[src/rtl/hazard_stall_ctrl_if.sv]
// Hazard bundle between the MIPS datapath (master) and the stall controller (slave).
// Carries ID decode fields, the EX branch outcome, the dmem handshake and all stage controls.
interface hazard_stall_ctrl_if #(
    parameter int CNT_W = 16
);
    logic             id_valid;
    logic [4:0]       id_rs;
    logic [4:0]       id_rt;
    logic             id_uses_rs;
    logic             id_uses_rt;
    logic             id_memread;
    logic [4:0]       id_dst;
    logic             id_j;
    logic             id_jr;
    logic             ex_br_taken;
    logic             dmem_req;
    logic             dmem_ready;

    logic             pc_write;
    logic             ifid_write;
    logic             ifid_flush;
    logic             idex_write;
    logic             idex_flush;
    logic             exmem_write;
    logic             memwb_flush;
    logic [CNT_W-1:0] stall_cnt;
    logic [CNT_W-1:0] flush_cnt;
    logic             mem_timeout;

    modport master (
        output id_valid,
        output id_rs,
        output id_rt,
        output id_uses_rs,
        output id_uses_rt,
        output id_memread,
        output id_dst,
        output id_j,
        output id_jr,
        output ex_br_taken,
        output dmem_req,
        output dmem_ready,
        input  pc_write,
        input  ifid_write,
        input  ifid_flush,
        input  idex_write,
        input  idex_flush,
        input  exmem_write,
        input  memwb_flush,
        input  stall_cnt,
        input  flush_cnt,
        input  mem_timeout
    );

    modport slave (
        input  id_valid,
        input  id_rs,
        input  id_rt,
        input  id_uses_rs,
        input  id_uses_rt,
        input  id_memread,
        input  id_dst,
        input  id_j,
        input  id_jr,
        input  ex_br_taken,
        input  dmem_req,
        input  dmem_ready,
        output pc_write,
        output ifid_write,
        output ifid_flush,
        output idex_write,
        output idex_flush,
        output exmem_write,
        output memwb_flush,
        output stall_cnt,
        output flush_cnt,
        output mem_timeout
    );
endinterface

[src/rtl/hazard_stall_ctrl.sv]
// Pipeline sequencer for the 5-stage MIPS core: load-use bubbles, jump/branch
// squashes, data-memory freezes, plus saturating stall/flush perf counters.
module hazard_stall_ctrl #(
    parameter int CNT_W       = 16,
    parameter int MEM_TIMEOUT = 255
) (
    input  logic              clk,
    input  logic              rst_n,
    hazard_stall_ctrl_if.slave bus
);

    typedef enum logic {
        S_RUN,
        S_WAIT
    } state_t;

    localparam logic [CNT_W-1:0] LP_CNT_MAX = '1;
    localparam logic [16:0]      LP_TO      = 17'(MEM_TIMEOUT);

    state_t           r_state;
    state_t           w_state_nxt;

    logic             r_ex_load;
    logic [4:0]       r_ex_dst;
    logic [CNT_W-1:0] r_stall_cnt;
    logic [CNT_W-1:0] r_flush_cnt;
    logic [15:0]      r_wait_cnt;
    logic             r_timeout;

    logic             w_memwait;
    logic             w_rs_hit;
    logic             w_rt_hit;
    logic             w_load_use;
    logic             w_jump;
    logic             w_branch;

    logic             w_pc_write;
    logic             w_ifid_write;
    logic             w_ifid_flush;
    logic             w_idex_write;
    logic             w_idex_flush;
    logic             w_exmem_write;
    logic             w_memwb_flush;

    logic [16:0]      w_wait_inc;
    logic [15:0]      w_wait_nxt;
    logic             w_timeout_hit;

    // Hazard detection against the shadow copy of the instruction now in EX.
    assign w_memwait  = bus.dmem_req & ~bus.dmem_ready;
    assign w_branch   = bus.ex_br_taken;
    assign w_rs_hit   = bus.id_uses_rs & (bus.id_rs == r_ex_dst);
    assign w_rt_hit   = bus.id_uses_rt & (bus.id_rt == r_ex_dst);
    assign w_load_use = bus.id_valid & r_ex_load & (r_ex_dst != 5'd0)
                      & (w_rs_hit | w_rt_hit);
    assign w_jump     = bus.id_valid & (bus.id_j | bus.id_jr);

    always_ff @(posedge clk or negedge rst_n) begin
        if (!rst_n) begin
            r_state <= S_RUN;
        end else begin
            r_state <= w_state_nxt;
        end
    end

    always_comb begin
        w_state_nxt   = r_state;
        w_pc_write    = 1'b1;
        w_ifid_write  = 1'b1;
        w_ifid_flush  = 1'b0;
        w_idex_write  = 1'b1;
        w_idex_flush  = 1'b0;
        w_exmem_write = 1'b1;
        w_memwb_flush = 1'b0;

        unique case (r_state)
            S_RUN: begin
                if (w_memwait) begin
                    w_state_nxt = S_WAIT;
                end
            end
            S_WAIT: begin
                if (!w_memwait) begin
                    w_state_nxt = S_RUN;
                end
            end
        endcase

        // A freeze hides every other hazard; they are re-seen once memory is ready.
        if (w_memwait) begin
            w_pc_write    = 1'b0;
            w_ifid_write  = 1'b0;
            w_idex_write  = 1'b0;
            w_exmem_write = 1'b0;
            w_memwb_flush = 1'b1;
        end else if (w_branch) begin
            w_ifid_flush  = 1'b1;
            w_idex_flush  = 1'b1;
        end else if (w_load_use) begin
            w_pc_write    = 1'b0;
            w_ifid_write  = 1'b0;
            w_idex_flush  = 1'b1;
        end else if (w_jump) begin
            w_ifid_flush  = 1'b1;
        end
    end

    // Outputs are forced quiet while reset is held.
    assign bus.pc_write    = rst_n & w_pc_write;
    assign bus.ifid_write  = rst_n & w_ifid_write;
    assign bus.ifid_flush  = rst_n & w_ifid_flush;
    assign bus.idex_write  = rst_n & w_idex_write;
    assign bus.idex_flush  = rst_n & w_idex_flush;
    assign bus.exmem_write = rst_n & w_exmem_write;
    assign bus.memwb_flush = rst_n & w_memwb_flush;
    assign bus.stall_cnt   = r_stall_cnt;
    assign bus.flush_cnt   = r_flush_cnt;
    assign bus.mem_timeout = r_timeout;

    always_ff @(posedge clk or negedge rst_n) begin
        if (!rst_n) begin
            r_ex_load <= 1'b0;
            r_ex_dst  <= 5'd0;
        end else if (w_idex_write) begin
            r_ex_load <= bus.id_valid & bus.id_memread & ~w_idex_flush;
            r_ex_dst  <= bus.id_dst;
        end
    end

    // Consecutive freeze cycles, clamped so a long wait cannot wrap.
    assign w_wait_inc    = {1'b0, r_wait_cnt} + 17'd1;
    assign w_timeout_hit = w_memwait & (w_wait_inc >= LP_TO);

    always_comb begin
        w_wait_nxt = 16'd0;
        if (w_memwait) begin
            if (w_wait_inc >= LP_TO) begin
                w_wait_nxt = LP_TO[15:0];
            end else begin
                w_wait_nxt = w_wait_inc[15:0];
            end
        end
    end

    always_ff @(posedge clk or negedge rst_n) begin
        if (!rst_n) begin
            r_wait_cnt <= 16'd0;
            r_timeout  <= 1'b0;
        end else begin
            r_wait_cnt <= w_wait_nxt;
            if (w_timeout_hit) begin
                r_timeout <= 1'b1;
            end
        end
    end

    always_ff @(posedge clk or negedge rst_n) begin
        if (!rst_n) begin
            r_stall_cnt <= '0;
            r_flush_cnt <= '0;
        end else begin
            if (!w_pc_write && (r_stall_cnt != LP_CNT_MAX)) begin
                r_stall_cnt <= r_stall_cnt + CNT_W'(1);
            end
            if (w_ifid_flush && (r_flush_cnt != LP_CNT_MAX)) begin
                r_flush_cnt <= r_flush_cnt + CNT_W'(1);
            end
        end
    end

endmodule

[src/flat_wrapper.sv]
// flat-port wrapper written by rule: the top's interface ports become plain ports
module hazard_stall_ctrl_flat 
#(
    parameter int CNT_W       = 16,
    parameter int MEM_TIMEOUT = 255
)
  (clk, rst_n, bus_id_valid, bus_id_rs, bus_id_rt, bus_id_uses_rs, bus_id_uses_rt, bus_id_memread, bus_id_dst, bus_id_j, bus_id_jr, bus_ex_br_taken, bus_dmem_req, bus_dmem_ready, bus_pc_write, bus_ifid_write, bus_ifid_flush, bus_idex_write, bus_idex_flush, bus_exmem_write, bus_memwb_flush, bus_stall_cnt, bus_flush_cnt, bus_mem_timeout);
  hazard_stall_ctrl_if #(.CNT_W(CNT_W)) bus_i ();
  input  logic clk;
  input  logic rst_n;
  input wire logic [$bits(bus_i.id_valid)-1:0] bus_id_valid;
  input wire logic [$bits(bus_i.id_rs)-1:0] bus_id_rs;
  input wire logic [$bits(bus_i.id_rt)-1:0] bus_id_rt;
  input wire logic [$bits(bus_i.id_uses_rs)-1:0] bus_id_uses_rs;
  input wire logic [$bits(bus_i.id_uses_rt)-1:0] bus_id_uses_rt;
  input wire logic [$bits(bus_i.id_memread)-1:0] bus_id_memread;
  input wire logic [$bits(bus_i.id_dst)-1:0] bus_id_dst;
  input wire logic [$bits(bus_i.id_j)-1:0] bus_id_j;
  input wire logic [$bits(bus_i.id_jr)-1:0] bus_id_jr;
  input wire logic [$bits(bus_i.ex_br_taken)-1:0] bus_ex_br_taken;
  input wire logic [$bits(bus_i.dmem_req)-1:0] bus_dmem_req;
  input wire logic [$bits(bus_i.dmem_ready)-1:0] bus_dmem_ready;
  output wire logic [$bits(bus_i.pc_write)-1:0] bus_pc_write;
  output wire logic [$bits(bus_i.ifid_write)-1:0] bus_ifid_write;
  output wire logic [$bits(bus_i.ifid_flush)-1:0] bus_ifid_flush;
  output wire logic [$bits(bus_i.idex_write)-1:0] bus_idex_write;
  output wire logic [$bits(bus_i.idex_flush)-1:0] bus_idex_flush;
  output wire logic [$bits(bus_i.exmem_write)-1:0] bus_exmem_write;
  output wire logic [$bits(bus_i.memwb_flush)-1:0] bus_memwb_flush;
  output wire logic [$bits(bus_i.stall_cnt)-1:0] bus_stall_cnt;
  output wire logic [$bits(bus_i.flush_cnt)-1:0] bus_flush_cnt;
  output wire logic [$bits(bus_i.mem_timeout)-1:0] bus_mem_timeout;
  assign bus_i.id_valid = bus_id_valid;
  assign bus_i.id_rs = bus_id_rs;
  assign bus_i.id_rt = bus_id_rt;
  assign bus_i.id_uses_rs = bus_id_uses_rs;
  assign bus_i.id_uses_rt = bus_id_uses_rt;
  assign bus_i.id_memread = bus_id_memread;
  assign bus_i.id_dst = bus_id_dst;
  assign bus_i.id_j = bus_id_j;
  assign bus_i.id_jr = bus_id_jr;
  assign bus_i.ex_br_taken = bus_ex_br_taken;
  assign bus_i.dmem_req = bus_dmem_req;
  assign bus_i.dmem_ready = bus_dmem_ready;
  assign bus_pc_write = bus_i.pc_write;
  assign bus_ifid_write = bus_i.ifid_write;
  assign bus_ifid_flush = bus_i.ifid_flush;
  assign bus_idex_write = bus_i.idex_write;
  assign bus_idex_flush = bus_i.idex_flush;
  assign bus_exmem_write = bus_i.exmem_write;
  assign bus_memwb_flush = bus_i.memwb_flush;
  assign bus_stall_cnt = bus_i.stall_cnt;
  assign bus_flush_cnt = bus_i.flush_cnt;
  assign bus_mem_timeout = bus_i.mem_timeout;
  hazard_stall_ctrl #(.CNT_W(CNT_W), .MEM_TIMEOUT(MEM_TIMEOUT)) u_core (.clk(clk), .rst_n(rst_n), .bus(bus_i));
endmodule
[config.mk]
export PLATFORM = sky130hd
export DESIGN_NAME = hazard_stall_ctrl_flat
export DESIGN_NICKNAME = d
export VERILOG_FILES = /design/src/rtl/hazard_stall_ctrl_if.sv /design/src/rtl/hazard_stall_ctrl.sv /design/src/flat_wrapper.sv
export SDC_FILE = /design/constraint.sdc
export NUM_CORES = 1
export LEC_CHECK = 0
export CORE_UTILIZATION = 45
export DETAILED_ROUTE_END_ITERATION = 10
export PLACE_DENSITY = 0.83
export SYNTH_ARGS = -nofsm -noshare
export SYNTH_HDL_FRONTEND = slang
export SYNTH_SLANG_ARGS = --single-unit
[constraint.sdc]
create_clock -name clk -period 2.1 [get_ports clk]
set_clock_uncertainty 0.2 [all_clocks]
set_input_delay 0.21 -clock clk [delete_from_list [all_inputs] [get_ports clk]]
set_output_delay 0.21 -clock clk [all_outputs]
set_load 0.01 [all_outputs]
==> results.cfg <==
[setup_path]
endpoint_kind = output port
critPathKind = flop to output port
cp_max_fo = 4
crit_required_ns = 1.69
regToRegSetupSlack_ns = -0.38
r2r-start = u_core.r_ex_dst[3]
crit_arrival_ns = 2.11
critPathLaunchType = flop
startpoint = u_core.r_ex_dst[3]

[clock_tree]
clk_pin_slew_ns = 0.11
clk_latency_ns = 0.32
cts_tree = yes
cts_buffers = 5
root_buffer = clkbuf_8
cts_htree_levels = 2
cts_buffer_depth = 2
cts_num_sinks = 55

[sta]
rsz0062_at_grt = yes
min_period_ns = 2.517
maxSlewViolCount = 0
worst_pin_slew_ns = 0.6920
finalSetupViolations = 45
max_freq_mhz = 397.4
max_slew_margin = 0.5387
hold_viol = 0
final.period_utilization = 1.198
setup_slack_ns = -0.4166
holdWs_ns = 0.2341

[power]
p_per_area_nw_per_um2 = 660.8
p_leak_uw = 0.001976
power_uw = 3079
ir_worst_vdd_v = 0.0008530

[final_layout]
layout.nets = 436
area_delta_synth_final_pct = 65.95
final_cell_count_no_fill = 482
fin_area_sq_um = 4659
insertedDiodeCount = 0
drive_above_1_share = 0.3489

[floorplanning]
core_area_sq_um = 5956
die_x_um = 80.99
start_util = 0.4714
top_level_ports = 66
fp-row-count = 28
dieArea_sq_um = 6559
die_h_um = 80.99

[logic_synthesis]
ys.flop_type = dfrtp_1
synthArstFlopShare = 1.000
synth_cell_type_count = 47
syn-instance-count = 272
ys_seq_area_frac = 0.4902
netlist_top_cells_count = 55 x dfrtp_1, 36 x nand2_1, 28 x xnor2_1, 17 x xor2_1, 15 x nand3_1
synth_warnings = 0
yosys-top-cells-area = dfrtp_1 49%, xnor2_1 8.7%, xor2_1 5.3%
synth-edff-count = 0
synth_area_sq_um = 2808
post-synth-top-area-cell = dfrtp_1
yosys.area.top_type_share = 0.4902
syn_area_per_cell_sq_um = 10.32
synth.most_common_cell = dfrtp_1
ys_ff_latch = 55

[placement]
hpwl_mm = 5.252
io_buffers = 65
pre_cts_slack_ns = -0.4798
dpl_cell_area_sq_um = 3857
gp_congestion = 0.8214
placed_cells = 450

[run_status]
failed_checks = setup timing
status = finished, violations left

[drt]
ant_nets = 0
first_iter_violations = 172
dr.pass1.iters = 4
vias_per_cell = 5.853
finalWirelength_mm = 10.28
wl_per_cell_um = 21.32
drc = 0
num_vias = 2821

[global_routing]
grt_pass1_vias = 2824
track_usage = 0.2863
grt_max_degree = 56
overflow = 0
antenna_found_initial = 0
grt_pass1_wl_mm = 13.95

[min_path]
hold_start = bus_id_dst[4]
min_path_type = input pin to flop

[run]
drv_cap = 0
[routing by layer]
metal,share of wire,track usage,vias to the layer above
met5,0,0,-
met4,0.057,0.1268,0
met3,0.054,0.04831,51
met2,0.52,0.5118,149
met1,0.37,0.3350,1402
li1,-,-,1219
[per-stage QoR]
step	TNS, ns	util
4_1_cts	-6.636	0.7330
2_1_floorplan	-1.283	-
6_report	-12.36	0.7824
5_1_grt	-16.81	0.7824
3_3_place_gp	-10.82	0.6477
3_5_place_dp	-13.68	0.6477
[path summary, 6_finish.rpt]
kind	to	cells after the start
setup / recovery	bus_ifid_flush	7
hold / removal	u_core.r_ex_dst[4]	3
hold reg to reg	u_core.bus.stall_cnt[15]	1
max in group asynchronous	u_core.r_wait_cnt[2]	3
setup reg to reg	u_core.bus.stall_cnt[2]	9
min in group asynchronous	u_core.bus.stall_cnt[10]	3
[registers in the layout, summed over array words and instances (netlist names)]
signal                  flops
u_core.r_ex_load            1
u_core.r_wait_cnt          16
u_core.r_ex_dst             5
u_core.bus.flush_cnt       16
u_core.bus.mem_timeout      1
u_core.bus.stall_cnt       16
[layout make-up]
| cell class | instances | area [sq um] |
|---|---|---|
| timing repair buffer | 129 | 1265 |
| fill | 334 | 1296 |
| sequential | 55 | 1380 |
| multi-input combinational | 207 | 1802 |
| clock buffer | 5 | 68.82 |
| tap | 75 | 93.84 |
| clock inverter | 3 | 20.02 |
| inverter | 8 | 30.03 |
[placed cells by master (no fill, tap or decap), drive strengths merged, types with 8 or more instances in the layout]
master	instances
buf	67
clkdlybuf4s50	57
dfrtp	55
nand2	36
xnor2	28
xor2	17
nand3	16
nand4	14
nor3	12
a21oi	10
nor2	9
conb	8
inv	8
[cells by family (layout without fill, tap and decap cells)]
family,Yosys count,in the layout,synth area share
AOI/OAI and AO/OA,26,26,0.07353
xor gates and xnor gates,45,45,0.1404
adders and majority gates,4,4,0.01783
buffers and inverters,17,145,0.02763
DFF,55,55,0.4902
muxes,4,4,0.01515
other,1,8,0.001336
and+or+nand+nor,120,120,0.2340
[power by group]
| part | leakage, uW | total, uW | internal (uW) | switching (uW) |
|---|---|---|---|---|
| Combinational | 0.00125 | 1020 | 568 | 454 |
| Clock | 0.0000402 | 616 | 233 | 383 |
| Sequential | 0.000688 | 1440 | 1210 | 228 |
| Total | 0.00198 | 3080 | 2010 | 1060 |
[critical path, cell delays in order (launching register included)]
cell     delay, ns
dfrtp_2       0.49
xnor2_2       0.21
nand4_1       0.22
o22ai_4       0.33
a31oi_4       0.13
buf_4         0.15
o21a_1        0.11
buf_2         0.14
[what timing repair did]
item | 4_1_cts | 5_1_grt
pin swaps | 22 | 32
hold endpoints to repair | 55 | 0
resized for setup | 77 | 39
endpoints found under the setup margin | 44 | 46
hold buffers | 1 | 0
gates cloned | 0 | 1
buffers inserted | 14 | 8
No activity file was read; power rests on OpenSTA's default activity.
